[src/rtl/edid_ddc_responder.sv]
`default_nettype none
// ============================================================================
// Module   : edid_ddc_responder
// Brief    : Open-drain I2C/DDC target serving EDID bytes from an external ROM.
// Revision : 1.0
// ============================================================================
module edid_ddc_responder #(
  parameter logic [6:0] DEV_ADDR   = 7'h50,
  parameter int         FILTER_LEN = 4
) (
  input  logic       sys_clk,
  input  logic       rst,
  input  logic       scl_in,
  input  logic       sda_in,
  output logic       scl_out,
  output logic       scl_oe,
  output logic       sda_out,
  output logic       sda_oe,
  output logic [7:0] rom_addr,
  input  logic [7:0] rom_data,
  output logic       busy
);

  localparam int CW = (FILTER_LEN > 1) ? $clog2(FILTER_LEN) : 1;
  localparam logic [CW-1:0] c_run_max = CW'(FILTER_LEN - 1);

  typedef enum logic [3:0] {
    S_IDLE     = 4'd0,
    S_ADDR     = 4'd1,
    S_ADDR_ACK = 4'd2,
    S_WR_OFF   = 4'd3,
    S_WR_ACK   = 4'd4,
    S_WR_DATA  = 4'd5,
    S_RD_BYTE  = 4'd6,
    S_RD_ACK   = 4'd7,
    S_IGNORE   = 4'd8
  } state_t;

  logic [1:0] w_pad;
  logic [1:0] w_lvl;
  logic [1:0] w_lvl_d;

  assign w_pad = {sda_in, scl_in};

  // Index 0 is SCL, index 1 is SDA; a level is accepted only after a full run.
  genvar gi;
  generate
    for (gi = 0; gi < 2; gi++) begin : g_filt
      logic          r_s1;
      logic          r_s2;
      logic          r_lvl;
      logic          r_lvl_d;
      logic [CW-1:0] r_run;

      always_ff @(posedge sys_clk) begin
        if (rst) begin
          r_s1    <= 1'b1;
          r_s2    <= 1'b1;
          r_lvl   <= 1'b1;
          r_lvl_d <= 1'b1;
          r_run   <= '0;
        end else begin
          r_s1    <= w_pad[gi];
          r_s2    <= r_s1;
          r_lvl_d <= r_lvl;
          if (r_s2 == r_lvl) begin
            r_run <= '0;
          end else if (r_run == c_run_max) begin
            r_lvl <= r_s2;
            r_run <= '0;
          end else begin
            r_run <= r_run + CW'(1);
          end
        end
      end

      assign w_lvl[gi]   = r_lvl;
      assign w_lvl_d[gi] = r_lvl_d;
    end
  endgenerate

  logic w_scl;
  logic w_sda;
  logic w_scl_rise;
  logic w_scl_fall;
  logic w_start;
  logic w_stop;

  assign w_scl      = w_lvl[0];
  assign w_sda      = w_lvl[1];
  assign w_scl_rise =  w_lvl[0] & ~w_lvl_d[0];
  assign w_scl_fall = ~w_lvl[0] &  w_lvl_d[0];
  assign w_start    = w_scl & ~w_lvl[1] &  w_lvl_d[1];
  assign w_stop     = w_scl &  w_lvl[1] & ~w_lvl_d[1];

  state_t     r_state,    w_state_nxt;
  logic [2:0] r_bitcnt,   w_bitcnt_nxt;
  logic [7:0] r_shift,    w_shift_nxt;
  logic [7:0] r_tx,       w_tx_nxt;
  logic [7:0] r_offset,   w_offset_nxt;
  logic [7:0] r_rom_addr, w_rom_addr_nxt;
  logic [1:0] r_fetch,    w_fetch_nxt;
  logic       r_sda_oe,   w_sda_oe_nxt;
  logic       r_busy,     w_busy_nxt;
  logic       r_ack_drv,  w_ack_drv_nxt;
  logic       r_rw,       w_rw_nxt;
  logic [7:0] w_shift_in;

  always_ff @(posedge sys_clk) begin
    if (rst) begin
      r_state    <= S_IDLE;
      r_bitcnt   <= '0;
      r_shift    <= '0;
      r_tx       <= '0;
      r_offset   <= '0;
      r_rom_addr <= '0;
      r_fetch    <= '0;
      r_sda_oe   <= 1'b0;
      r_busy     <= 1'b0;
      r_ack_drv  <= 1'b0;
      r_rw       <= 1'b0;
    end else begin
      r_state    <= w_state_nxt;
      r_bitcnt   <= w_bitcnt_nxt;
      r_shift    <= w_shift_nxt;
      r_tx       <= w_tx_nxt;
      r_offset   <= w_offset_nxt;
      r_rom_addr <= w_rom_addr_nxt;
      r_fetch    <= w_fetch_nxt;
      r_sda_oe   <= w_sda_oe_nxt;
      r_busy     <= w_busy_nxt;
      r_ack_drv  <= w_ack_drv_nxt;
      r_rw       <= w_rw_nxt;
    end
  end

  always_comb begin
    w_state_nxt    = r_state;
    w_bitcnt_nxt   = r_bitcnt;
    w_shift_nxt    = r_shift;
    w_tx_nxt       = r_tx;
    w_offset_nxt   = r_offset;
    w_rom_addr_nxt = r_rom_addr;
    w_fetch_nxt    = {r_fetch[0], 1'b0};
    w_sda_oe_nxt   = r_sda_oe;
    w_busy_nxt     = r_busy;
    w_ack_drv_nxt  = r_ack_drv;
    w_rw_nxt       = r_rw;
    w_shift_in     = {r_shift[6:0], w_sda};

    // ROM data lands two cycles after the address register updates.
    if (r_fetch[1]) begin
      w_tx_nxt = rom_data;
    end

    if (w_start) begin
      w_state_nxt   = S_ADDR;
      w_bitcnt_nxt  = '0;
      w_shift_nxt   = '0;
      w_sda_oe_nxt  = 1'b0;
      w_ack_drv_nxt = 1'b0;
    end else if (w_stop) begin
      w_state_nxt  = S_IDLE;
      w_sda_oe_nxt = 1'b0;
      w_busy_nxt   = 1'b0;
    end else begin
      case (r_state)
        S_IDLE: begin
        end
        S_ADDR: begin
          if (w_scl_rise) begin
            w_shift_nxt  = w_shift_in;
            w_bitcnt_nxt = r_bitcnt + 3'd1;
            if (r_bitcnt == 3'd7) begin
              if (w_shift_in[7:1] == DEV_ADDR) begin
                w_state_nxt   = S_ADDR_ACK;
                w_busy_nxt    = 1'b1;
                w_ack_drv_nxt = 1'b0;
                w_rw_nxt      = w_shift_in[0];
                if (w_shift_in[0]) begin
                  w_rom_addr_nxt = r_offset;
                  w_fetch_nxt    = 2'b01;
                end
              end else begin
                w_state_nxt = S_IGNORE;
                w_busy_nxt  = 1'b0;
              end
            end
          end
        end
        S_ADDR_ACK: begin
          if (w_scl_fall) begin
            if (!r_ack_drv) begin
              w_sda_oe_nxt  = 1'b1;
              w_ack_drv_nxt = 1'b1;
            end else if (r_rw) begin
              w_sda_oe_nxt = ~r_tx[7];
              w_tx_nxt     = {r_tx[6:0], 1'b0};
              w_bitcnt_nxt = 3'd1;
              w_state_nxt  = S_RD_BYTE;
            end else begin
              w_sda_oe_nxt = 1'b0;
              w_bitcnt_nxt = '0;
              w_state_nxt  = S_WR_OFF;
            end
          end
        end
        S_WR_OFF, S_WR_DATA: begin
          if (w_scl_rise) begin
            w_shift_nxt  = w_shift_in;
            w_bitcnt_nxt = r_bitcnt + 3'd1;
            if (r_bitcnt == 3'd7) begin
              w_state_nxt   = S_WR_ACK;
              w_ack_drv_nxt = 1'b0;
              if (r_state == S_WR_OFF) begin
                w_offset_nxt = w_shift_in;
              end
            end
          end
        end
        S_WR_ACK: begin
          if (w_scl_fall) begin
            if (!r_ack_drv) begin
              w_sda_oe_nxt  = 1'b1;
              w_ack_drv_nxt = 1'b1;
            end else begin
              w_sda_oe_nxt = 1'b0;
              w_bitcnt_nxt = '0;
              w_state_nxt  = S_WR_DATA;
            end
          end
        end
        S_RD_BYTE: begin
          if (w_scl_fall) begin
            if (r_bitcnt == 3'd0) begin
              w_sda_oe_nxt  = 1'b0;
              w_ack_drv_nxt = 1'b0;
              w_state_nxt   = S_RD_ACK;
            end else begin
              w_sda_oe_nxt = ~r_tx[7];
              w_tx_nxt     = {r_tx[6:0], 1'b0};
              w_bitcnt_nxt = r_bitcnt + 3'd1;
            end
          end
        end
        S_RD_ACK: begin
          // r_ack_drv here marks that the host ACKed and the next byte is due.
          if (w_scl_rise) begin
            if (w_sda) begin
              w_state_nxt = S_IGNORE;
              w_busy_nxt  = 1'b0;
            end else begin
              w_offset_nxt   = r_offset + 8'd1;
              w_rom_addr_nxt = r_offset + 8'd1;
              w_fetch_nxt    = 2'b01;
              w_ack_drv_nxt  = 1'b1;
            end
          end else if (w_scl_fall && r_ack_drv) begin
            w_sda_oe_nxt = ~r_tx[7];
            w_tx_nxt     = {r_tx[6:0], 1'b0};
            w_bitcnt_nxt = 3'd1;
            w_state_nxt  = S_RD_BYTE;
          end
        end
        S_IGNORE: begin
          w_sda_oe_nxt = 1'b0;
        end
        default: begin
          w_state_nxt  = S_IDLE;
          w_sda_oe_nxt = 1'b0;
        end
      endcase
    end
  end

  assign scl_out  = 1'b0;
  assign scl_oe   = 1'b0;
  assign sda_out  = 1'b0;
  assign sda_oe   = r_sda_oe;
  assign rom_addr = r_rom_addr;
  assign busy     = r_busy;

endmodule
`default_nettype wire

[config.mk]
export PLATFORM = sky130hd
export DESIGN_NAME = edid_ddc_responder
export DESIGN_NICKNAME = d
export VERILOG_FILES = /design/src/rtl/edid_ddc_responder.sv
export SDC_FILE = /design/constraint.sdc
export NUM_CORES = 1
export LEC_CHECK = 0
export ABC_AREA = 1
export BUFFER_PORTS_ARGS = -buffer_cell sky130_fd_sc_hd__buf_4
export CAP_MARGIN = 10
export CORE_UTILIZATION = 40
export DETAILED_ROUTE_END_ITERATION = 10
export SLEW_MARGIN = 20
export SYNTH_ARGS = -nofsm -noshare
export SYNTH_HDL_FRONTEND = slang
export SYNTH_SLANG_ARGS = --single-unit
[constraint.sdc]
create_clock -name sys_clk -period 2.1 [get_ports sys_clk]
set_clock_uncertainty 0.2 [all_clocks]
set_input_delay 0.42 -clock sys_clk [delete_from_list [all_inputs] [get_ports sys_clk]]
set_output_delay 0.42 -clock sys_clk [all_outputs]
set_load 0.01 [all_outputs]
# After elaboration in Yosys (flattened, before gate mapping)
# Cells that the tools add are included.
[op_classes]
n_addsub = 4
n_eq_ne = 53
n_mux = 88
n_bitwise = 17
reduce_logical = 29
[ops]
columns = ["operator", "n"]
rows = [
  ["8-bit 2-to-1 mux", 19],
  ["4-bit 2-to-1 mux", 14],
  ["4-bit inequality test, second input constant", 10],
  ["2-bit inequality test, second input constant", 18],
  ["8-bit one-hot mux with 2 select lines", 2],
  ["3-bit 2-to-1 mux", 10],
  ["1-bit 2-to-1 mux", 28],
  ["4-bit one-hot mux with 7 select lines", 1],
  ["13-bit AND reduction", 2],
  ["8-bit one-hot mux with 3 select lines", 1],
  ["3-bit inequality test, second input constant", 6],
  ["6-bit AND reduction", 3],
  ["4-bit by 3-bit equality test with 1-bit output, second input constant", 4],
  ["2-bit 2-to-1 mux", 8],
  ["3-bit one-hot mux with 5 select lines", 1],
  ["12-bit AND reduction", 1],
  ["3-bit OR reduction", 4],
  ["1-bit inverter", 11],
  ["11-bit AND reduction", 1],
  ["5-bit inequality test, second input constant", 2],
  ["1-bit one-hot mux with 5 select lines", 2],
  ["5-bit nonzero test", 2],
  ["9-bit AND reduction", 1],
  ["8-bit by 1-bit adder with 8-bit output, second input constant", 1],
  ["other kinds (24)", 39],
]
[totals]
regBits = 56

# Logic depth before layout (Yosys ltp)
[depth]
depth_word = 8
ltp_mapped = 13

# Least setup slack after synthesis
# Ideal clock, no wire load.
[synth_path]
path_kind = "register -> register"
from = "register r_offset[0]"
to = "register r_offset[6]"
setup_ns = 0.117
arrival_ns = 1.424
required_time_ns = 1.783
slack_ns = 0.359
stages_incl_launch_ff = 9
synth_period_minus_slack_ns = 1.741
path_cell_list = "dfxtp_1 ha_1 nand4_1 or2_2 or2_2 nand2_1 o21ai_0 nor2_1 nor2_1"
[synth_via]
elab_chain_len = 4
[synth_lines]
columns = ["item", "line_no", "rtl"]
rows = [
  ["from (decl)", "100", "logic [7:0] r_offset, w_offset_nxt;"],
  ["from (signal assigned)", "127", "r_offset <= w_offset_nxt;"],
  ["8-bit by 1-bit adder with 8-bit output", "253", "w_offset_nxt = r_offset + 8'd1;"],
  ["8-bit 2-to-1 mux", "249", "if (w_sda) begin"],
  ["8-bit 2-to-1 mux", "248", "if (w_scl_rise) begin"],
  ["8-bit one-hot mux with 2 select lines", "167", "case (r_state)"],
]
# No other way between the ends. The select of a mux whose other input is x is not followed.
# A chain may end at the register's enable or synchronous reset.

# Worst setup path in the final report
[layout_path]
from = "register r_bitcnt[0]"
to = "register r_state[2]"
[layout_via]
elab_chain_len = 3
word_cells_on_any_way = 6
classes_between = "4 x eq/ne; 2 x reduce/logical"
[layout_lines]
columns = ["item", "line_no", "rtl"]
rows = [
  ["from (decl)", "97", "logic [2:0] r_bitcnt, w_bitcnt_nxt;"],
  ["from (signal assigned)", "124", "r_bitcnt <= w_bitcnt_nxt;"],
  ["3-bit equality test or 3-bit zero test (tied branches)", "174, 212, 235", ""],
  ["2-bit inequality test (no source line)", "n/a", ""],
  ["13-bit AND reduction (no source line) *", "n/a", ""],
  ["to (signal assigned)", "123", "r_state <= w_state_nxt;"],
  ["to (decl)", "96", "state_t r_state, w_state_nxt;"],
]
# Every way passes the cells marked *; elsewhere a longest branch is shown, timed or not.

==> flow_summary.json <==
{
  "core_area_sq_um": 7290,
  "hold_buffers": 0,
  "endpoint_kind": "flop",
  "htreeDepth": 2,
  "numCtsBuffers": 5,
  "fin_setup_tns_ps": 0,
  "min_period_ps": 1940,
  "grt_pass1_wl_um": 11500,
  "worstSkewPairLatency_ps": 300,
  "cts.sinks": 56,
  "startpoint_type": "flop",
  "max_freq_mhz": 515,
  "cp_common_cell": "nand2_1",
  "finalHoldViolCount": 0,
  "yosysSeqAreaShare": 0.369,
  "slowest_stage": "dfxtp_1",
  "wl_per_cell_um": 11.9,
  "antenna_left": 0,
  "synth_cell_types": 36,
  "power.leakage_nw": 1.56,
  "grt.overflow.total": 0,
  "io_pins": 25,
  "vdd_drop_max_mv": 0.371,
  "antenna_found_initial": 0,
  "hp-class": "in2reg",
  "layout-drive-gt1-share": 0.164,
  "clock_path_buffers": 2,
  "n_antenna_cell": 0,
  "fp.dieW_um": 89.2,
  "status": "finished, final reports clean",
  "dieArea_sq_um": 7950,
  "worst-slew-pin-transition_ps": 508,
  "mostFrequentLayoutCells": "nand2_1, nor2_1, dfxtp_1, inv_1, o21ai_0",
  "finalMaxSlewViolations": 0,
  "fin_ws_ps": 158,
  "die_h_um": 89.2,
  "nets": 493,
  "slew_headroom": 0.661,
  "ys_ff_latch": 56,
  "critPathMaxFanout": 5,
  "cts_root_buf": "clkbuf_8",
  "clk_pin_slew_worst_paths_ps": 90,
  "synth_cells": 451,
  "crit_chain": "ha_1, ha_1, inv_1, nand3_1, nand2_1, inv_1, nand2_1, nor2_1, nand3_2, inv_2, nand2_1, nand2_1, nor2_1",
  "first_iter_violations": 242,
  "cp.arrival_ps": 1940,
  "syn_area_per_cell_sq_um": 6.74,
  "maxCapViolCount": 0,
  "syn_to_final_growth_pct": 11.3,
  "dpl.hpwl_um": 5210,
  "vias": 2850,
  "grt_max_degree": 24,
  "wirelength_um": 6810,
  "drt_pass1_iterations": 5,
  "crit_required_ps": 2100,
  "place.gp.congestion": 0.966,
  "place_area_sq_um": 3300,
  "max_stage_delay_ps": 360,
  "dp_worst_setup_slack_ps": 152,
  "min_period_over_period": 0.925,
  "finalSetupViolCount": 0,
  "fillers": 789,
  "initial_utilization": 0.417,
  "tritoncts": "done",
  "yosysWarnings": 0,
  "grt_usage": 0.185,
  "grt_pass1_vias": 2517,
  "crit_type": "reg2reg",
  "grt_setup_unrepaired": "false",
  "drc": 0,
  "fin_area_sq_um": 3380,
  "final_common_cell": "nand2_1",
  "via_per_inst": 4.97,
  "rows": 31,
  "syn_area_sq_um": 3040,
  "place.port_buffers": 21,
  "power-per-cell-area_nw_per_um2": 882
}
[per-layer routing]
metal / routed length (um) / share of wire / track usage / up-vias
met5: 0 / 0 / 0 / -
met3: 312 / 0.046 / 0.0360 / 8
met4: 79 / 0.012 / 0.0433 / 0
met1: 3360 / 0.49 / 0.252 / 1285
li1: - / - / - / 1480
met2: 3060 / 0.45 / 0.304 / 77
[stage by stage]
stage | utilization | hold WS [ps] | std cells | total power [W]
6_report | 0.464 | 104 | 574 | 0.00298
5_1_grt | 0.464 | 83.8 | 574 | 0.00324
4_1_cts | 0.464 | 91.3 | 574 | 0.00302
3_5_place_dp | 0.453 | 195 | 567 | 0.00245
3_3_place_gp | 0.453 | 193 | 567 | 0.00246
2_1_floorplan | - | 189 | 453 | 0.00217
[final cells by class]
type | instances | area (sq um) | share of cell area
clock buffer | 6 | 72.6 | 0.0215
clock inverter | 1 | 5.00 | 0.00148
inverter | 59 | 226 | 0.0670
multi-input combinational | 325 | 1620 | 0.480
sequential | 56 | 1120 | 0.331
tap | 99 | 124 | 0.0366
timing repair buffer | 28 | 210 | 0.0622
[critical path: cells and delay by family (launching register included)]
kind	cells	cell delay [ps]
simple gates	8	690
flops	1	360
fa+ha+maj	2	350
buf+inv	3	250
[cells in the mapped netlist]
library cell | count | area share
a21boi_1 | 1 | 0.0025
a21oi_1 | 29 | 0.048
buf_1 | 1 | 0.0012
buf_2 | 1 | 0.0016
buf_4 | 5 | 0.012
buf_6 | 1 | 0.0037
clkbuf_1 | 5 | 0.0062
conb_1 | 1 | 0.0012
dfxtp_1 | 56 | 0.37
ha_1 | 6 | 0.025
inv_1 | 47 | 0.058
inv_2 | 10 | 0.012
inv_4 | 2 | 0.0041
mux2i_1 | 1 | 0.0033
nand2_1 | 99 | 0.12
nand2_2 | 8 | 0.016
nand2_4 | 1 | 0.0037
nand3_1 | 23 | 0.038
nand3_2 | 1 | 0.0033
nand3_4 | 1 | 0.0058
nand3b_1 | 1 | 0.0025
nand4_1 | 6 | 0.012
nand4_2 | 1 | 0.0041
nor2_1 | 64 | 0.079
nor2_2 | 5 | 0.010
nor2_4 | 5 | 0.019
nor2_8 | 1 | 0.0066
nor3_1 | 4 | 0.0066
nor3_2 | 2 | 0.0066
nor3b_1 | 1 | 0.0025
o211ai_1 | 8 | 0.020
o21ai_0 | 39 | 0.064
o21ai_1 | 5 | 0.0082
o31ai_1 | 2 | 0.0049
or2_0 | 1 | 0.0021
or2_2 | 7 | 0.014
[final timing paths]
kind | slack, ps | start | to | cells past startpoint
worst max-delay path | 160 | r_bitcnt[0] | r_state[2] | 13
worst min-delay path | 100 | scl_in | g_filt[0].r_s1 | 2
worst max register to register | 160 | r_bitcnt[0] | r_state[2] | 13
worst min register to register | 220 | g_filt[0].r_s1 | g_filt[0].r_s2 | 1
[registers in the layout (all words and copies together) (netlist names), 3 cells and up]
register,flops
g_filt.r_run,4
r_bitcnt,3
r_offset,8
r_shift,7
r_state,4
r_tx,8
rom_addr,8
[cell families after synthesis]
logic type               count (synthesis)  synth area share
buffers and inverters                   72            0.0996
flip-flops                              56             0.369
AND/OR/NAND/NOR                        231             0.355
adder cells (fa/ha/maj)                  6            0.0247
AO/OA/AOI/OAI                           84             0.147
other                                    1           0.00123
multiplexers                             1           0.00329
[repair_timing]
action	4_1_cts	5_1_grt
endpoints found under the setup margin	0	1
gates resized for setup	0	1
setup buffers	0	0
[power breakdown]
| part | internal (W) | switching, W | leakage (nW) | total [W] |
|---|---|---|---|---|
| combinational | 0.000422 | 0.000759 | 1.06 | 0.00118 |
| clock | 0.000228 | 0.000323 | 0.0410 | 0.000551 |
| sequential | 0.00117 | 0.0000833 | 0.454 | 0.00125 |
(Power assumes the default switching activity.)
